### config.mk
export PLATFORM = sky130hd
export DESIGN_NAME = dev_timer
export DESIGN_NICKNAME = d
export VERILOG_FILES = /design/src/rtl/dev_timer.sv
export SDC_FILE = /design/constraint.sdc
export NUM_CORES = 1
export LEC_CHECK = 0
export CAP_MARGIN = 10
export CORE_MARGIN = 5
export CORE_UTILIZATION = 54
export DETAILED_ROUTE_END_ITERATION = 7
export PLACE_DENSITY = 0.86
export SLEW_MARGIN = 5
export SYNTH_ARGS = -nofsm -noshare
export SYNTH_HDL_FRONTEND = slang
export SYNTH_SLANG_ARGS = --single-unit
### constraint.sdc
create_clock -name clk -period 5.1 [get_ports clk]
set_clock_uncertainty 0.15 [all_clocks]
set_input_delay 0.51 -clock clk [delete_from_list [all_inputs] [get_ports clk]]
set_output_delay 0.51 -clock clk [all_outputs]
set_load 0.005 [all_outputs]
### src/rtl/dev_timer.sv
// Memory-mapped countdown timer: CTRL/PRESET/COUNT word registers on the CPU data port,
// with an IDLE/LOAD/CNT/INT sequencer driving a maskable interrupt flag.
module dev_timer #(
   parameter logic [31:0] BASE_ADDR = 32'h0000_7F00
) (
   input  logic        clk,
   input  logic        reset,
   input  logic [31:0] addr,
   input  logic [31:0] wdata,
   input  logic [3:0]  byteen,
   output logic [31:0] rdata,
   output logic        irq
);

   localparam logic [1:0] S_IDLE = 2'd0;
   localparam logic [1:0] S_LOAD = 2'd1;
   localparam logic [1:0] S_CNT  = 2'd2;
   localparam logic [1:0] S_INT  = 2'd3;

   localparam logic [1:0] A_CTRL   = 2'd0;
   localparam logic [1:0] A_PRESET = 2'd1;
   localparam logic [1:0] A_COUNT  = 2'd2;

   logic [3:0]  r_ctrl;
   logic [31:0] r_preset;
   logic [31:0] r_count;
   logic [1:0]  r_state;
   logic        r_flag;

   logic        w_hit;
   logic        w_we;
   logic        w_wr_ctrl;
   logic        w_wr_preset;
   logic        w_en;
   logic        w_auto;
   logic [31:0] w_preset_nxt;
   logic        w_unused_addr;

   assign w_hit         = (addr[31:4] == BASE_ADDR[31:4]);
   assign w_we          = w_hit & (|byteen);
   assign w_wr_ctrl     = w_we & (addr[3:2] == A_CTRL);
   assign w_wr_preset   = w_we & (addr[3:2] == A_PRESET);
   assign w_en          = r_ctrl[0];
   // MODE 1x falls back to one-shot, so only 01 reloads
   assign w_auto        = (r_ctrl[2:1] == 2'b01);
   assign w_unused_addr = ^addr[1:0];

   always_comb begin
      w_preset_nxt = r_preset;
      for (int b = 0; b < 4; b++) begin
         if (byteen[b]) w_preset_nxt[8*b +: 8] = wdata[8*b +: 8];
      end
   end

   // The FSM sees pre-edge register values; the CPU write below is applied last so it
   // wins over the FSM clearing EN or the flag on the same edge.
   always_ff @(posedge clk or negedge reset) begin
      if (!reset) begin
         r_ctrl   <= 4'd0;
         r_preset <= 32'd0;
         r_count  <= 32'd0;
         r_state  <= S_IDLE;
         r_flag   <= 1'b0;
      end else begin
         case (r_state)
            S_IDLE: begin
               if (w_en) r_state <= S_LOAD;
            end
            S_LOAD: begin
               r_count <= r_preset;
               r_state <= S_CNT;
            end
            S_CNT: begin
               if (!w_en) begin
                  r_state <= S_IDLE;
               end else if (r_count == 32'd0) begin
                  r_state <= S_INT;
                  r_flag  <= 1'b1;
               end else begin
                  r_count <= r_count - 32'd1;
               end
            end
            S_INT: begin
               if (w_auto) begin
                  r_flag  <= 1'b0;
                  r_state <= S_LOAD;
               end else begin
                  r_ctrl[0] <= 1'b0;
                  r_state   <= S_IDLE;
               end
            end
            default: r_state <= S_IDLE;
         endcase

         if (w_wr_ctrl && byteen[0]) r_ctrl <= wdata[3:0];
         if (w_wr_preset) r_preset <= w_preset_nxt;
         if (w_wr_ctrl || w_wr_preset) r_flag <= 1'b0;
      end
   end

   always_comb begin
      rdata = 32'd0;
      if (w_hit) begin
         case (addr[3:2])
            A_CTRL:   rdata = {28'd0, r_ctrl};
            A_PRESET: rdata = r_preset;
            A_COUNT:  rdata = r_count;
            default:  rdata = 32'd0;
         endcase
      end
   end

   assign irq = r_ctrl[3] & r_flag;

endmodule
==> summary.txt <==
Synth top area share: 0.416
Worst path cell trace: clkdlybuf4s50_1 > nor2b_2 > buf_4 > a21oi_1 > nor2_1 > clkdlybuf4s50_1
Yosys warns: 0
CTS H-Tree Depth: 3
CP max stage delay: 0.68 ns
First-pass GRT wire length: 20300 um
Stages on worst setup path: 6
Syn Inst Count: 463
Count leader, synth: dfrtp_1
Worst-margin pin slew: 0.904 ns
Setup crit end kind: output port
CTS tree: done
Layout area overhead: 29.6%
Area of the multi-input gates: 2310 um^2
Vias per cell: 6.35
Slowest cell on crit path: nor2b_2
Ant diodes: 0
Initial antenna violation count: 0
Clk pin slew, worst setup/hold paths: 0.07 ns
Post-Syn Area: 4270 um^2
Synth Register Bits: 71
Final period util: 0.713
Root Buffer: clkbuf_8
I/O pins: 103
Iteration-0 DRC Markers: 454
Standard-cell rows: 32
Routed Antenna Nets: 0
Worst-Skew Late Latency: 0.35 ns
Register area: 1780 um^2
CTS sink count: 71
Clock share of power: 0.442
EDFF count, synth: 0
Reg power frac: 0.489
CP top delay family: buffers and inverters
Placed cells: 636
Internal power: 0.900 mW
Switch Pwr: 0.251 mW
Final Max Slew Viols: 0
Chip Height: 98.9 um
Placement Cell Area: 5310 um^2
PD cells: 208 nW/um^2
Hold WS: 0.209 ns
DRC viols: 0
Detailed Route WL: 12200 um
Tmin final: 3.64 ns
Most used cell, CP: clkdlybuf4s50_1
Post-synth top cells: dfrtp_1, nor2_1, a22oi_1, mux2_2, o21ai_0
Max-cap viol count: 0
R2R depth: 5
R2R Setup Slk: 2.24 ns
Synth area leader: dfrtp_1
Die area: 9780 um^2
Final Instance Area: 5530 um^2
Layout cell share with drive strength beyond 1: 0.133
Crit path max fanout: 17
Sw Share: 0.218
Final Non-Filler Cells: 652
Post_cts resized: 0
WL/cell: 18.7 um
Largest net degree at the start of global routing: 72
Combinational group share of total power: 0.070
Max VDD drop: 0.129 mV
Congestion Overflow GR: 0
Synth top area cells: dfrtp_1, mux2_2, a22oi_1
Max-Slew Margin vs Limit: 0.397
First-pass detailed-route iteration total: 6
Vias in the first global route: 4132
Setup TNS: 0 ns
CTS buffer count: 9
CP Class: input pin to output port
Post-synth cell types: 48
Final hold vios: 0
Gr usage total: 0.251
Vias: 4138
Setup crit start kind: input pin
Worst r2r dst: r_count[21]
Hold buffers post-CTS: 0
Unrepaired setup endpoints after global routing: false
Design Power: 1.15 mW
RR Startpoint: r_count[10]
Chip width: 98.9 um
Syn_nets: 535
Total Nets Final: 617
Hold crit path type: input pin to async pin
Main synth FF type: dfrtp_1
Postcts setup bufs: 0
Fmax: 0.275 GHz
Setup slack after layout: 1.46 ns
Syn_area_per_cell: 9.22 um^2
Core area: 7730 um^2
Clock Path Buffers: 2
Layout filler cell count: 580
Placement Setup Slack: 1.45 ns
Required @ worst endpoint: 4.44 ns
Status: completed
Initial core utilization: 0.552
Critical path arrival: 2.98 ns
Leak pwr: 2.22 nW
Final core occ: 0.716
Setup violators final: 0
Async S/R FF share, synth: 1.00
Worst Setup SP: addr[2]
Crit path buf inv count: 3
Post-synthesis sequential area ratio: 0.416
DP HPWL: 8180 um
Final GP Congestion: 0.836
Port Buffer Count: 100
==> kinds of logic (layout without fill, tap and decap cells) <==
kind of cell               after synthesis  count (layout)  share of synthesized area
buffers and inverters                   48             135                     0.0460
AOI/OAI and AO/OA                      143             143                      0.227
adders and majority gates                2               2                    0.00586
and+or+nand+nor                        159             159                      0.201
DFF                                     71              71                      0.416
muxes                                   40              40                      0.104
==> how the worst max path moves through the flow <==
| stage | to |
|---|---|
| after floorplan | rdata[11] |
| after global routing | rdata[6] |
| after detailed placement | rdata[1] |
| after global placement | rdata[19] |
| final | rdata[1] |
| after CTS | rdata[6] |
==> per-layer routing <==
layer  vias up  part of all wire  track usage  routed length (um)
li1       1927                 -            -                   -
met1      1974              0.40        0.317                4870
met2       219              0.50        0.421                6080
met3        18             0.081       0.0616                 981
met4         0             0.019       0.0882                 235
met5         -                 0            0                   0
==> placed cells by master, fill, tap and decap left out, types with 3 or more instances in the layout <==
master           count
nand4_1              3
o31a_1               4
o31ai_1             20
nor3_1              22
inv_1               12
clkdlybuf4s50_1     99
a22oi_1             38
nand3_1              7
mux2_2              35
a21oi_1             23
a211oi_1             4
o22ai_1              3
mux2i_1              5
o21ai_0             25
clkbuf_8            10
nand2_1             11
a41oi_1              3
o22a_1               5
dfrtp_1             71
nor4_1              18
nor2_1              67
a31oi_1              8
nor3_4               4
buf_4                7
and2_1               3
or4_1                4
==> state kept, by name, summed over array words and instances (netlist names) <==
register  cells
r_flag        1
r_preset     32
r_state       2
r_count      32
r_ctrl        4
==> cell type report <==
cell class | count | share of cell area
multi-input cells | 344 | 0.418
clock buffers | 11 | 0.0256
repair buffers | 107 | 0.190
well taps | 102 | 0.0231
clock inverters | 5 | 0.0147
inverters | 12 | 0.00814
flip-flops and latches | 71 | 0.321
==> power by group through the flow <==
stage	Sequential, mW	Combinational, mW	Clock, mW
2_1_floorplan	0.574	0.0139	0
3_3_place_gp	0.574	0.0796	0
3_5_place_dp	0.574	0.0811	0
4_1_cts	0.562	0.0816	0.513
5_1_grt	0.562	0.0873	0.536
6_report	0.562	0.0801	0.508
No activity file was read; power rests on OpenSTA's default activity.
